**src/rtl/irq_ack_dispatcher.sv**
```systemverilog
// ---------------------------------------------------------------------------
// irq_ack_dispatcher
//
// Purpose:
//   Sits behind the combinational 27-channel, three-bus priority interrupt
//   controller. It samples the bus-grant flags and the encoded channel code,
//   and turns them back into a one-hot acknowledge on the winning bus. It
//   holds that acknowledge until the requester drops its line or a timeout
//   expires. It also counts completed services and pulses err on protocol
//   errors (illegal channel code or timeout).
//
// Ports:
//   clk          rising-edge clock
//   rst_n        asynchronous active-low reset
//   grant_valid  controller outputs are valid this cycle
//   pa/pb/pc     bus-grant flags (priority A > B > C)
//   chan         encoded channel index, legal 0..NCH-1
//   req_a/b/c    live request lines per bus
//   ack_a/b/c    registered one-hot acknowledge
//   busy         high whenever the FSM is not IDLE
//   err          registered one-cycle error pulse
//   served_cnt   completed-service counter, wraps modulo 256
// ---------------------------------------------------------------------------
module irq_ack_dispatcher #(
  parameter int NCH     = 9,
  parameter int CW      = 4,
  parameter int TIMEOUT = 15
) (
  input  logic            clk,
  input  logic            rst_n,
  input  logic            grant_valid,
  input  logic            pa,
  input  logic            pb,
  input  logic            pc,
  input  logic [CW-1:0]   chan,
  input  logic [NCH-1:0]  req_a,
  input  logic [NCH-1:0]  req_b,
  input  logic [NCH-1:0]  req_c,
  output logic [NCH-1:0]  ack_a,
  output logic [NCH-1:0]  ack_b,
  output logic [NCH-1:0]  ack_c,
  output logic            busy,
  output logic            err,
  output logic [7:0]      served_cnt
);

  typedef enum logic [1:0] {
    IDLE = 2'd0,
    ACK  = 2'd1,
    DONE = 2'd2,
    ERR  = 2'd3
  } state_t;

  localparam logic [7:0] TIMER_LAST = 8'(TIMEOUT - 1);

  state_t          state_reg;
  logic [2:0]      bus_reg;        // one-hot captured bus: [0]=A, [1]=B, [2]=C
  logic [NCH-1:0]  sel_reg;        // one-hot captured channel
  logic [7:0]      timer_reg;
  logic [NCH-1:0]  ack_a_reg;
  logic [NCH-1:0]  ack_b_reg;
  logic [NCH-1:0]  ack_c_reg;
  logic            busy_reg;
  logic            err_reg;
  logic [7:0]      served_cnt_reg;

  // Channel code decoded to one-hot. Codes >= NCH decode to all zeros,
  // so "any bit set" doubles as the legal-code check.
  logic [NCH-1:0]  chan_dec;
  for (genvar gi = 0; gi < NCH; gi++) begin : g_chan_dec
    assign chan_dec[gi] = (chan == CW'(gi));
  end

  logic chan_ok;
  logic any_flag;
  logic [2:0] bus_pick;

  assign chan_ok  = |chan_dec;
  assign any_flag = pa | pb | pc;
  // Fixed priority A > B > C.
  assign bus_pick = {~pa & ~pb & pc, ~pa & pb, pa};

  // Live request of the captured requester. Bus and channel are both one-hot,
  // so an AND-OR mux selects the single line.
  logic [NCH-1:0] req_sel;
  logic           req_hit;

  assign req_sel = ({NCH{bus_reg[0]}} & req_a)
                 | ({NCH{bus_reg[1]}} & req_b)
                 | ({NCH{bus_reg[2]}} & req_c);
  assign req_hit = |(req_sel & sel_reg);

  always_ff @(posedge clk or negedge rst_n) begin
    if (!rst_n) begin
      state_reg      <= IDLE;
      bus_reg        <= '0;
      sel_reg        <= '0;
      timer_reg      <= '0;
      ack_a_reg      <= '0;
      ack_b_reg      <= '0;
      ack_c_reg      <= '0;
      busy_reg       <= 1'b0;
      err_reg        <= 1'b0;
      served_cnt_reg <= '0;
    end else begin
      err_reg <= 1'b0;
      case (state_reg)
        IDLE: begin
          if (grant_valid && any_flag) begin
            busy_reg <= 1'b1;
            if (chan_ok) begin
              state_reg <= ACK;
              bus_reg   <= bus_pick;
              sel_reg   <= chan_dec;
              timer_reg <= '0;
              ack_a_reg <= bus_pick[0] ? chan_dec : '0;
              ack_b_reg <= bus_pick[1] ? chan_dec : '0;
              ack_c_reg <= bus_pick[2] ? chan_dec : '0;
            end else begin
              state_reg <= ERR;
              err_reg   <= 1'b1;
            end
          end
        end

        ACK: begin
          // Release is checked first, so it wins over a coincident timeout.
          if (!req_hit) begin
            state_reg      <= DONE;
            ack_a_reg      <= '0;
            ack_b_reg      <= '0;
            ack_c_reg      <= '0;
            served_cnt_reg <= served_cnt_reg + 8'd1;
          end else if (timer_reg == TIMER_LAST) begin
            state_reg <= ERR;
            ack_a_reg <= '0;
            ack_b_reg <= '0;
            ack_c_reg <= '0;
            err_reg   <= 1'b1;
          end else begin
            timer_reg <= timer_reg + 8'd1;
          end
        end

        // DONE swallows one cycle so a grant left over from the serviced
        // request cannot be re-captured immediately.
        DONE: begin
          state_reg <= IDLE;
          busy_reg  <= 1'b0;
        end

        ERR: begin
          state_reg <= IDLE;
          busy_reg  <= 1'b0;
        end

        default: begin
          state_reg <= IDLE;
          ack_a_reg <= '0;
          ack_b_reg <= '0;
          ack_c_reg <= '0;
          busy_reg  <= 1'b0;
        end
      endcase
    end
  end

  assign ack_a      = ack_a_reg;
  assign ack_b      = ack_b_reg;
  assign ack_c      = ack_c_reg;
  assign busy       = busy_reg;
  assign err        = err_reg;
  assign served_cnt = served_cnt_reg;

endmodule
```
**config.mk**
```make
export PLATFORM = sky130hd
export DESIGN_NAME = irq_ack_dispatcher
export DESIGN_NICKNAME = d
export VERILOG_FILES = /design/src/rtl/irq_ack_dispatcher.sv
export SDC_FILE = /design/constraint.sdc
export NUM_CORES = 1
export LEC_CHECK = 0
export ABC_CLOCK_PERIOD_IN_PS = 3100
export CAP_MARGIN = 20
export CORE_UTILIZATION = 47
export DETAILED_ROUTE_END_ITERATION = 8
export GPL_TIMING_DRIVEN = 0
export PLACE_DENSITY = 0.78
export SYNTH_ARGS = -nofsm -noshare
export SYNTH_HDL_FRONTEND = slang
export SYNTH_SLANG_ARGS = --single-unit
```
**constraint.sdc**
```tcl
create_clock -name clk -period 3.1 [get_ports clk]
set_input_delay 0.62 -clock clk [delete_from_list [all_inputs] [get_ports clk]]
set_output_delay 0.62 -clock clk [all_outputs]
set_load 0.02 [all_outputs]
```
After elaboration in Yosys (flattened, before gate mapping)
Cells that the tools add are included.

Bits in registers: 59. Logic and storage cells: 88.

Add/subtract/negate cells: 2. Equal/unequal tests: 17. Multiplexer cells: 31. Bitwise gates (word level): 14. Reductions and logical operators: 14.

Operators by type and width (count): two-way mux 9 bit (11); one-hot mux 9 bit (2 select lines) (3); AND 9 bit (4); two-way mux 8 bit (4); OR 9 bit (2); OR reduction 9 bit (2); adder 8 x 1 -> 8 bit (second input constant) (2); == test 4 x 3 -> 1 bit (second input constant) (4); one-hot mux 8 bit (2 select lines) (1); == test 4 x 2 -> 1 bit (second input constant) (2); == test 8 x 4 -> 1 bit (second input constant) (1); two-way mux 2 bit (4); inequality test 2 bit (second input constant) (4); one-hot mux 2 bit (3 select lines) (1); AND reduction 2 bit (3); two-way mux 1 bit (5); AND reduction 5 bit (1); == test 2 bit (second input constant) (2); == test 4 x 1 -> 1 bit (second input constant) (1); == test 4 bit (second input constant) (1); zero test 4 bit (1); one-hot mux 1 bit (2 select lines) (2); AND reduction 4 bit (1); nonzero test 2 bit (2); other kinds (9) (14).

Depth between registers and ports, before layout
Word-level depth: 7. Gate-level depth with buffers: 8.

Worst setup path after synthesis
No wires, ideal clock.

Kind: input to register. Start: in req_a[6]. End: reg ack_c_reg[0], in the netlist ack_c[0]. Arrival time: 2.200 ns. Required time: 2.969 ns. Setup slack: 0.769 ns. Stages on the path: 7. Path buffers: 1. Cell sequence: a222oi_1 -> nor2b_1 -> or4_4 -> nor3_4 -> o21ai_4 -> buf_6 -> o2bb2ai_1.

Longest elaborated chain between the ends: 7.

Ends and longest elaborated chain: start, declared (line 36) `input logic [NCH-1:0] req_a,`; AND 9 bit * (line 88) `assign req_sel = ({NCH{bus_reg[0]}} & req_a)`; OR 9 bit * (line 89) `| ({NCH{bus_reg[1]}} & req_b)`; OR 9 bit * (line 90) `| ({NCH{bus_reg[2]}} & req_c);`; AND 9 bit * (line 91) `assign req_hit = |(req_sel & sel_reg);`; OR reduction 9 bit * (line 91); inequality test 3 bit (no line) / two-way mux 9 bit (equally long branches); AND reduction 4 bit (no line) / one-hot mux 9 bit (2 select lines) (equally long branches); end signal, assigned (line 118) `ack_c_reg <= bus_pick[2] ? chan_dec : '0;`; end, declared (line 62) `logic [NCH-1:0] ack_c_reg;`.

Every way passes the cells marked *; elsewhere a longest branch is shown, timed or not. A chain may end at the register's enable or synchronous reset.

Worst setup path after layout
Start: in chan[0]. End: reg ack_c_reg[0], in the netlist ack_c[0].

Longest elaborated chain between the ends: 5.

Ends and longest elaborated chain: start, declared (line 35) `input logic [CW-1:0] chan,`; branches (longest 5 deep; another with OR reduction 9 bit).

Parallel ways; which one is timed is not known. The select of a mux whose other input is x is not followed.

==> impl_results.rst <==
.. list-table::
   :header-rows: 1

   * - Metric
     - Value
   * - Total chip power
     - between 0.002 and 0.003 W
   * - Ys flop type
     - dfrtp_1
   * - Sequential-to-total area share from yosys stat
     - between 50% and 60%
   * - Core Box Area
     - around 5500 sq um
   * - Biggest fanout along the worst timing path
     - 10
   * - Number of design rule violations left after detail routing
     - 0
   * - Period utilization
     - about 87%
   * - Cells after Synth
     - about 240
   * - Pins Over Slew Limit
     - 0
   * - Drt wl/cell
     - between 15 and 20 um
   * - R2R setup slack
     - 0.64 ns
   * - Tmin final
     - roughly 2.7 ns
   * - Total clock buffers created by CTS
     - 9
   * - CP Data Arrival Time
     - 2.94 ns
   * - Post-synthesis share of cell area spent on xor and xnor gates
     - under 10%
   * - Area added between synthesis and finish
     - 40.4%
   * - Post-synthesis register bit count
     - just under 60
   * - Post-CTS setup repair buffer count
     - 0
   * - CTS tree
     - yes
   * - Clock transition at the registers of the reported paths
     - 0.07 ns
   * - Antenna violations before repair
     - 0
   * - Number of iterations in the first detailed-routing pass
     - 4
   * - Hold slack
     - 0.240 ns
   * - Hold violation count in the final report
     - 0
   * - Count of hold buffers inserted by post-cts repair
     - 0
   * - IO Count
     - 74
   * - Fill count
     - 439
   * - Total vias in the final route
     - ~2300
   * - Critical path capture point type
     - flip-flop
   * - Cts repair resizes
     - 0
   * - Die area
     - between 6000 and 7000 sq um
   * - Fraction of the mapped netlist area in compound gates
     - approximately 22%
   * - Remaining number of nets flagged by the antenna check after routing
     - 0
   * - Setup violations, final
     - 0
   * - Actual slew at the worst max-slew pin
     - 0.541 ns
   * - Mux contribution to synthesized area
     - 0%
   * - Standard-cell rows
     - 27
   * - Crit path kind
     - in -> reg
   * - Die Span X
     - 77.5 um
   * - Pin count of the biggest net entering global routing
     - 40
   * - Latest clock arrival within the worst-skew pair
     - between 0.3 and 0.4 ns
   * - Power density cells
     - about 740 nW/um^2
   * - Share of flip-flops with an asynchronous set or reset
     - 100%
   * - Sink count of the clock tree
     - between 50 and 60
   * - Fraction of the mapped netlist area in adder cells
     - 1.40%
   * - Setup clock skew after layout
     - around 0.012 ns
   * - Post-route worst setup slack
     - around 0.41 ns
   * - Max-capacitance violation count
     - 0
   * - DRC violation total after the first TritonRoute iteration
     - around 170
   * - Rel. slew slack
     - between 60 and 70%
   * - Cell area reported after detailed placement
     - approximately 3500 sq um
   * - Worst endpoint required time
     - about 3.4 ns
   * - Net count after synthesis
     - roughly 280
   * - Share of cells above drive strength 1
     - between 9 and 10%
   * - Count of unique library cells instantiated by Yosys
     - 41
   * - DPL Wire Length
     - 4.70 mm
   * - Post-place setup slack
     - 0.0588 ns
   * - Number of nets in the final layout
     - roughly 370
   * - Post-synth EDFFs
     - 0
   * - Number of warnings issued by yosys
     - 0
   * - Total Routed Length
     - approximately 6.6 mm
   * - Unrepaired setup endpoints after global routing
     - no
   * - Routed vias/inst
     - 5.66
   * - Run status
     - complete, no violations
   * - Die Y
     - slightly below 80 um
   * - H-tree lvl count
     - 3
   * - Layout Cell Area excl Fill
     - ~3800 sq um
   * - GR Util All Layers
     - around a quarter
   * - Total inserted antenna cells
     - 0
   * - Startpoint class of the critical path
     - input port
   * - VDD IR-drop max
     - around 0.36 mV
   * - Path type of the worst min-delay path
     - in -> async
   * - Number of buffers added on ports
     - 73
   * - Final design utilization
     - about 68%
   * - Starting utilization of the core area
     - a little under 50%
   * - Root Buffer Master
     - clkbuf_8
   * - Leakage power figure
     - approximately 1.6 nW
   * - Synthesized area divided by synthesized cell count
     - around 11 sq um
   * - Total gr overflow
     - 0
   * - Vias in the first global route
     - about 2200
   * - Wire length of the first global-routing pass
     - around 11 mm
   * - Combinational family with the most area after synthesis
     - compound AO/OA/AOI/OAI gates
   * - GPL Wtd Cong
     - between 0.9 and 1
   * - Area fraction in and, or, nand and nor cells after synthesis
     - between 10% and 20%
   * - CTS Buffer Depth
     - 2
   * - Highest achievable clock rate
     - between 0.3 and 0.4 GHz
   * - Post-Synthesis Cell Area
     - 2680 sq um
## area by class of cell
cell class	count	area [sq um]	area share, %
Buffer	6	53.8	1.43
Clock buffer	13	179	4.76
Clock inverter	3	67.6	1.80
Inverter	9	33.8	0.898
Multi-Input combinational cell	167	1120	29.7
Sequential cell	59	1480	39.2
Tap cell	72	90.1	2.39
Timing Repair Buffer	74	746	19.8
## cells in the mapped netlist (all sizes together), types with 5 or more instances
| cell type | n | area share [%] |
|---|---|---|
| dfrtp | 59 | 55 |
| a222oi | 9 | 3.4 |
| nand4 | 7 | 1.6 |
| o2bb2ai | 27 | 8.8 |
| xnor2 | 7 | 2.3 |
| nand3 | 9 | 1.7 |
| o21ai | 16 | 3.5 |
| buf | 5 | 1.9 |
| nor2b | 7 | 1.7 |
| a21oi | 7 | 1.3 |
| inv | 9 | 1.3 |
| nand2 | 30 | 4.2 |
| nor2 | 14 | 2.5 |
## cells by family after synthesis
kind of cell,after synthesis
DFF,59
buffers and inverters,15
AOI/OAI and AO/OA,76
adders and majority gates,3
xor gates and xnor gates,7
and+or+nand+nor,81
## routing by layer
metal | part of all wire (%) | wire length, um | track usage (%)
met1 | 46 | 3050 | 30.5
met2 | 44 | 2900 | 36.3
met3 | 7.9 | 524 | 6.82
met4 | 2.1 | 140 | 12.8
met5 | 0 | 0 | 0
## path summary, 6_finish.rpt
check	from	to	cells past startpoint
min reg2reg	served_cnt[7]	served_cnt[7]	1
max	chan[0]	ack_c[0]	6
min	rst_n	bus_reg[2]	1
min in group clk	served_cnt[7]	served_cnt[7]	1
max in group asynchronous	rst_n	timer_reg[7]	2
max reg2reg	bus_reg[0]	ack_c[0]	8
## critical path, cell delays in order
cell	delay (ns)
clkdlybuf4s50_1	0.50
o31ai_1	0.53
nand3_1	0.34
nor2_1	0.22
nand3b_1	0.41
o2bb2ai_1	0.31
## cells in the final DEF, fill, tap and decap left out, types with 3 or more instances in the layout
cell type,n
clkdlybuf4s50_1,72
nand2_1,30
o21ai_0,12
nand4_1,7
buf_6,4
o2bb2ai_1,27
nand3_1,9
dfrtp_1,59
xnor2_1,7
and3_1,4
a222oi_1,9
ha_1,3
a21oi_1,7
nor2b_1,6
inv_1,9
clkbuf_8,13
nor2_1,12
## stage by stage
stage	cells	setup TNS, ns
detailed placement	387	0
floorplan	241	0
global placement	386	-26.33
global route	403	0
finish	403	0
CTS	403	0
## power breakdown
group | total [W] | internal [W] | switching (W)
clock | 0.000843 | 0.000540 | 0.000302
sequential | 0.000997 | 0.000889 | 0.000108
combinational | 0.000959 | 0.000407 | 0.000552
(Power assumes the default switching activity.)
